$ cat src/rtl/mux_n_hs.sv
// N-channel, W-bit registered multiplexer with valid/ready handshakes.
// Grant comes from a fixed select or a round-robin search over valid channels.
module mux_n_hs #(
    parameter int N     = 4,
    parameter int W     = 8,
    parameter int SEL_W = 2
) (
    input  logic             sys_clk,
    input  logic             sys_rst_n,
    input  logic             mode,
    input  logic [SEL_W-1:0] sel,
    input  logic [N*W-1:0]   in_data,
    input  logic [N-1:0]     in_valid,
    output logic [N-1:0]     in_ready,
    output logic [W-1:0]     out_data,
    output logic             out_valid,
    input  logic             out_ready,
    output logic [SEL_W-1:0] out_ch,
    output logic             sel_err
);

    localparam int unsigned NU = N;

    logic [SEL_W-1:0] rr_ptr;
    logic [SEL_W-1:0] g;
    logic             grant_vld;
    logic             load_ok;
    logic             sel_bad;
    logic             g_valid;
    logic [W-1:0]     g_data;
    logic             xfer_in;
    logic [2*N-1:0]   dbl_valid;
    logic [2*N-1:0]   rot_all;
    logic [N-1:0]     rot_valid;
    int unsigned      start;

    assign load_ok   = ~out_valid | out_ready;
    assign sel_bad   = (32'(sel) >= NU);
    assign dbl_valid = {in_valid, in_valid};

    // Rotate the valids so bit 0 is the channel after rr_ptr; the lowest set bit wins.
    always_comb begin
        g         = '0;
        grant_vld = 1'b0;
        start     = (32'(rr_ptr) + 1) % NU;
        rot_all   = dbl_valid >> start;
        rot_valid = rot_all[N-1:0];
        if (!mode) begin
            g         = sel;
            grant_vld = ~sel_bad;
        end else begin
            for (int unsigned j = 0; j < NU; j++) begin
                if (!grant_vld && rot_valid[j]) begin
                    g         = SEL_W'((start + j) % NU);
                    grant_vld = 1'b1;
                end
            end
        end
    end

    always_comb begin
        g_valid  = 1'b0;
        g_data   = '0;
        in_ready = '0;
        for (int unsigned i = 0; i < NU; i++) begin
            if (g == SEL_W'(i)) begin
                g_valid     = in_valid[i];
                g_data      = in_data[i*W +: W];
                in_ready[i] = sys_rst_n & load_ok & grant_vld;
            end
        end
    end

    assign xfer_in = sys_rst_n & grant_vld & load_ok & g_valid;

    always_ff @(posedge sys_clk or negedge sys_rst_n) begin
        if (!sys_rst_n) begin
            out_valid <= 1'b0;
            out_data  <= '0;
            out_ch    <= '0;
            sel_err   <= 1'b0;
            rr_ptr    <= SEL_W'(N - 1);
        end else begin
            sel_err <= ~mode & sel_bad;
            if (xfer_in) begin
                out_data  <= g_data;
                out_ch    <= g;
                out_valid <= 1'b1;
                if (mode) begin
                    rr_ptr <= g;
                end
            end else if (out_ready) begin
                out_valid <= 1'b0;
            end
        end
    end

endmodule

$ cat config.mk
export PLATFORM = sky130hd
export DESIGN_NAME = mux_n_hs
export DESIGN_NICKNAME = d
export VERILOG_FILES = /design/src/rtl/mux_n_hs.sv
export SDC_FILE = /design/constraint.sdc
export NUM_CORES = 1
export LEC_CHECK = 0
export BUFFER_PORTS_ARGS = -buffer_cell sky130_fd_sc_hd__buf_2
export CAP_MARGIN = 20
export CORE_MARGIN = 2
export CORE_UTILIZATION = 47
export CTS_BUF_LIST = sky130_fd_sc_hd__clkbuf_8 sky130_fd_sc_hd__clkbuf_16
export DETAILED_ROUTE_END_ITERATION = 8
export PLACE_DENSITY = 0.76
export SYNTH_ARGS = -nofsm -noshare
export SYNTH_HDL_FRONTEND = slang
export SYNTH_SLANG_ARGS = --single-unit
$ cat constraint.sdc
create_clock -name sys_clk -period 3.3 [get_ports sys_clk]
set_input_delay 0.495 -clock sys_clk [delete_from_list [all_inputs] [get_ports sys_clk]]
set_output_delay 0.495 -clock sys_clk [all_outputs]
set_load 0.1 [all_outputs]
==> reports/results.tsv, run 1 <==
stage	metric	value	unit
outcome	status	finished, final reports clean	
grt	grt_first_pass_wirelength	6.037	mm
timing	relSlewSlack	63.50	%
finish	drive_gt1_share	41.46	%
worst_setup_path	worstSetupPathType	reg -> out	
finish	multi_input_area	867.1	um^2
worst_setup_path	r2r-start	rr_ptr[0]	
worst_setup_path	worstRegToRegCells	6	
placement	gp_congestion	0.8953	
worst_setup_path	cp_max_fo	17	
finish	insertedDiodeCount	0	
hold_path	min_path_type	in -> async	
floorplanning	std_cell_rows	18	
detailed_routing	drtIter0Drc	58	
detailed_routing	num_vias	1471	
finish	ff_latch_area	327.8	um^2
worst_setup_path	cp.arrival	2.59	ns
timing	drv_slew	0	
clock_network	cts_buffer_depth	2	
yosys	synthTopCellsByCount	o21ai_0 (21), nand3_1 (18), and3_1 (16)	
detailed_routing	drc	0	
yosys	synth.area.top_cells	dfrtp_1 (21%), o21ai_0 (8.2%), and3_1 (7.8%)	
yosys	yosysTopAreaCellShare	21.42	%
worst_setup_path	path_cells	nor3b_1 -> a311oi_1 -> or2_2 -> nand3_2 -> nor2_2 -> buf_12	
clock_network	insertion_delay	0.25	ns
yosys	async_flop_share	100.0	%
yosys	synth_edf_count	0	
finish	n_fill_cell	222	
grt	grt_util_all_layers	23.59	%
finish	synthToLayoutAreaGrowth	29.70	%
worst_setup_path	cp-end-kind	output pin	
power_and_ir_drop	power_density	1028	nW/um^2
yosys	synthFlopType	dfrtp_1	
detailed_routing	dr.pass1.iters	5	
yosys	synth.most_common_cell	o21ai_0	
clock_network	postCtsHoldBufs	0	
power_and_ir_drop	p_leak	0.7779	nW
detailed_routing	ant_nets	0	
worst_setup_path	slowest_stage	dfstp_2	
yosys	synth.distinct_cells	42	
grt	grt_max_degree	18	
floorplanning	start_util	50.49	%
timing	tightestPinTransition	0.5468	ns
clock_network	cts_setup_buffers	0	
grt	grt_pass1_vias	1263	
yosys	synth-seq-area-share	25.51	%
floorplanning	io_pins	58	
timing	fin_skew	0.002086	ns
timing	finalHoldViolations	0	
worst_setup_path	r2r_end	out_ch[1]	
floorplanning	die_h	56.29	um
clock_network	htree_num_levels	1	
worst_setup_path	r2r_slack	0.59	ns
placement	hpwl	2.782	mm
timing	setup_tns	0	ns
clock_network	clkTransAtPathRegs	0.06	ns
yosys	syn_nets	200	
placement	place_inst	231	
floorplanning	die-area	3168	um^2
clock_network	cts.sinks	13	
worst_setup_path	start_kind	flip-flop	
floorplanning	core	2545	um^2
clock_network	cts_buffers	3	
yosys	syn_avg_cell_area	8.133	um^2
placement	port_buffers	56	
worst_setup_path	slowest_delay	0.64	ns
yosys	yosys.area.top_type	dfrtp_1	
finish	stdcell_count	235	
finish	final_util	65.49	%
detailed_routing	wl_per_cell	16.07	um
timing	rsz0062_at_grt	no	
finish	nets	248	
worst_setup_path	critPathRequiredTime	2.80	ns
floorplanning	die_w	56.29	um
power_and_ir_drop	vdd_drop_max	820.1	uV
grt	grt_antenna_before_repair	0	
timing	period_minus_slack	3.083	ns
timing	setup-violations-final	0	
run	drv_cap	0	
clock_network	root_buffer	clkbuf_8	
timing	fin_crit_sh	93.43	%
grt	grt-ovfl-total	0	
clock_network	cts_tree	built	
yosys	synth_area	1285	um^2
yosys	ys_warn_count	0	
clock_network	postCtsResizedCells	0	
timing	max_clock_freq	324.3	MHz
yosys	ys_ff_latch	13	
detailed_routing	viasPerCell	6.260	
yosys	netlist_instances	158	
detailed_routing	wl	3.777	mm
-- critical path, delay by kind of cell, from the launching register on --
family          cells  cell delay [ns]
compound gates      1             0.45
buf+inv             1             0.19
flops               1             0.64
simple gates        4             1.04
-- layer usage --
layer | up-vias | wire, um | GRT usage [%]
met5 | - | 0 | 0
met4 | 0 | 61 | 5.442
met3 | 6 | 315 | 2.765
met2 | 87 | 1771 | 36.47
met1 | 679 | 1629 | 35.10
li1 | 699 | - | -
-- kinds of logic after synthesis --
logic type	after synthesis	synth area share, %
AND/OR/NAND/NOR	62	25.90
buffers and inverters	21	7.984
flip-flops	13	25.51
AO/OA/AOI/OAI	55	34.37
XOR/XNOR	1	0.6817
multiplexers	5	5.258
other	1	0.2918
-- registers in the layout, indices dropped and copies added, names as in the netlist --
register / flops
out_valid: 1
out_ch: 2
rr_ptr: 2
out_data: 8
-- cells in the final DEF (no fill, tap or decap), types with 2 or more instances in the layout --
cell type / netlist / routed
a21oi_1: 2 / 2
and3_1: 16 / 16
buf_12: 0 / 4
buf_2: 7 / 52
buf_4: 2 / 5
clkbuf_8: 0 / 3
dfrtp_1: 11 / 11
dfstp_2: 2 / 2
inv_1: 3 / 4
mux2i_1: 2 / 2
nand2_1: 8 / 8
nand2b_1: 2 / 2
nand3_1: 18 / 17
nor2_1: 7 / 4
nor2_2: 0 / 3
nor2b_1: 3 / 3
nor3_1: 2 / 2
nor3b_1: 4 / 4
o21ai_0: 21 / 21
o221ai_1: 9 / 9
o31ai_2: 8 / 8
-- report_power, final --
part / internal [W] / switching (W) / total, W
clock: 0.0000823 / 0.0000590 / 0.000141
combinational: 0.000336 / 0.000911 / 0.00125
sequential: 0.000249 / 0.0000760 / 0.000325
-- final cells by class --
class,instances,area share (%)
inverters,3,0.6757
multi-input cells,124,52.03
flip-flops and latches,13,19.67
clock inverters,1,0.2252
repair buffers,61,22.67
clock buffers,3,2.477
well taps,30,2.252
-- worst max-delay path by stage --
stage                      startpoint     endpoint  cells past startpoint
after global routing        rr_ptr[1]  in_ready[2]                      6
after global placement    in_valid[3]  in_ready[0]                      7
after detailed placement  in_valid[3]  in_ready[1]                      8
after floorplan           in_valid[3]  in_ready[1]                      7
after CTS                   rr_ptr[1]  in_ready[1]                      7
final                       rr_ptr[1]  in_ready[2]                      6
-- stage by stage --
step	cell area, um^2	setup WS [ns]	total power, W	hold slack (ns)
after detailed placement	1614	0.3021	0.001560	0.4068
after floorplan	1290	-0.2658	0.001322	0.1994
after global placement	1614	0.4189	0.001539	0.4006
final	1667	0.2167	0.001713	0.1380
after global routing	1667	0.07759	0.001793	0.1557
after CTS	1659	0.1598	0.001706	0.1464
Power figures use the tool's default switching activity.
==> run 2, diff against run 1 <==
PLACE_DENSITY = 0.88   (was 0.76)
==> reports/results.tsv, run 2 (synthesis gave the netlist of run 1 again) <==
stage	metric	value	unit
worst_setup_path	critPathRequiredTime	2.80	ns
placement	gp_congestion	0.8364	
floorplanning	die-area	3168	um^2
placement	dpl-instance-area	1622	um^2
detailed_routing	met3WireLength	212	um
clock_network	cts_buffers	3	
worst_setup_path	r2r-start	rr_ptr[1]	
worst_setup_path	r2r_end	out_ch[1]	
worst_setup_path	worstSetupPathType	reg -> out	
detailed_routing	drc	0	
power_and_ir_drop	p_leak	0.7798	nW
finish	n_fill_cell	225	
finish	nets	249	
worst_setup_path	r2r_slack	0.48	ns
floorplanning	std_cell_rows	18	
detailed_routing	wl_met1	1.655	mm
timing	max_clock_freq	329.4	MHz
clock_network	root_buffer	clkbuf_8	
timing	setup_tns	0	ns
finish	stdcell_area	1669	um^2
run	drv_cap	0	
placement	hpwl	2.770	mm
grt	grt_antenna_before_repair	0	
clock_network	cts_buffer_depth	2	
detailed_routing	top_layer	met4	
clock_network	cts.sinks	13	
placement	port_buffers	56	
finish	synthToLayoutAreaGrowth	29.89	%
floorplanning	core	2545	um^2
worst_setup_path	cp_max_fo	13	
worst_setup_path	worstRegToRegCells	6	
finish	largest_register_ffs	8	
grt	grt-ovfl-total	0	
hold_path	min_path_type	in -> async	
detailed_routing	wl_met2	1.713	mm
detailed_routing	drtIter0Drc	44	
detailed_routing	dr.pass1.iters	4	
finish	top_regs	out_data: 8 flops, out_ch: 2 flops, rr_ptr: 2 flops	
timing	drv_slew	0	
clock_network	cts_tree	built	
detailed_routing	num_vias	1430	
clock_network	insertion_delay	0.24	ns
detailed_routing	viasPerCell	6.059	
power_and_ir_drop	power	0.001706	W
detailed_routing	wl	3.601	mm
detailed_routing	wl_per_cell	15.26	um
timing	fin_ws	0.2639	ns
grt	grt_max_degree	18	
clock_network	cts_setup_buffers	0	
grt	grt_pass1_vias	1255	
worst_setup_path	start_kind	flip-flop	
finish	insertedDiodeCount	0	
clock_network	htree_num_levels	1	
floorplanning	die_w	56.29	um
floorplanning	start_util	50.49	%
finish	drive_gt1_share	41.26	%
timing	relSlewSlack	60.34	%
finish	regMostFlops	out_data	
clock_network	clkTransAtPathRegs	0.05	ns
worst_setup_path	cp-end-kind	output pin	
timing	fin_skew	0.002522	ns
worst_setup_path	cp.arrival	2.54	ns
grt	grt_first_pass_wirelength	5.989	mm
outcome	status	finished, final reports clean	
power_and_ir_drop	power_density	1022	nW/um^2
power_and_ir_drop	vdd_drop_max	802.6	uV
worst_setup_path	setup.worst_path.start	rr_ptr[1]	
detailed_routing	ant_nets	0	
finish	final_common_cell	buf_2	
timing	setup-violations-final	0	
timing	fin_crit_sh	92.00	%
timing	tightestPinTransition	0.5930	ns
floorplanning	die_h	56.29	um
grt	grt_util_all_layers	23.64	%
finish	final_cell_mix	buf_2 (52), o21ai_0 (21), nand3_1 (18), and3_1 (16), dfrtp_1 (11)	
timing	finalHoldViolations	0	
placement	dp_slack	0.4564	ns
timing	rsz0062_at_grt	no	
timing	period_minus_slack	3.036	ns
floorplanning	io_pins	58	
==> run 2: cell count changes in the layout (fill, tap and decap cells not counted) <==
cell,change
buf_4,+1
nand3_1,+1
nand3_2,-1
==> run 2: stage by stage <==
stage | util, % | hold WS, ns | instances
floorplan | - | 0.1994 | 158
global placement | 63.72 | 0.4039 | 232
detailed placement | 63.72 | 0.4049 | 232
CTS | 65.49 | 0.1431 | 236
global route | 65.59 | 0.1572 | 236
finish | 65.59 | 0.1323 | 236
==> run 2: what timing repair did <==
action / in CTS / in global routing
hold buffers: 0 / 0
endpoints found under the hold margin: 0 / 0
setup endpoints to repair: 0 / 2
gates resized for setup: 0 / 1
==> run 2: per-layer routing <==
layer,track usage [%],up-vias
met3,4.378,2
met5,0,-
li1,-,698
met1,34.76,670
met4,4.422,0
met2,36.30,60
==> run 2: worst max-delay path by stage <==
| stage | slack (ns) | cells after the start | end |
|---|---|---|---|
| after floorplan | -0.27 | 7 | in_ready[1] |
| after global placement | 0.50 | 8 | in_ready[1] |
| after detailed placement | 0.46 | 8 | in_ready[1] |
| after CTS | 0.25 | 7 | in_ready[1] |
| after global routing | 0.15 | 6 | in_ready[2] |
| final | 0.26 | 6 | in_ready[2] |
==> run 2: critical path, stage by stage (launching register included) <==
cell and delay (ns):
dfstp_2 0.63, mux4_2 0.53, o211a_1 0.22, a41o_1 0.24, nand3_1 0.39, nor2_2 0.09, buf_12 0.19
==> run 2: layout make-up <==
cell class | count | area [um^2] | share of cell area [%]
Tap cell | 30 | 37.54 | 2.249
Timing Repair Buffer | 62 | 385.4 | 23.09
Clock buffer | 3 | 41.29 | 2.474
Inverter | 3 | 11.26 | 0.6747
Sequential cell | 13 | 327.8 | 19.64
Clock inverter | 1 | 3.754 | 0.2249
Multi-Input combinational cell | 124 | 862.1 | 51.65
==> run 2: power breakdown <==
part,internal [W],switching [W]
clock,0.0000822,0.0000569
combinational,0.000337,0.000910
sequential,0.000249,0.0000711
total,0.000668,0.00104
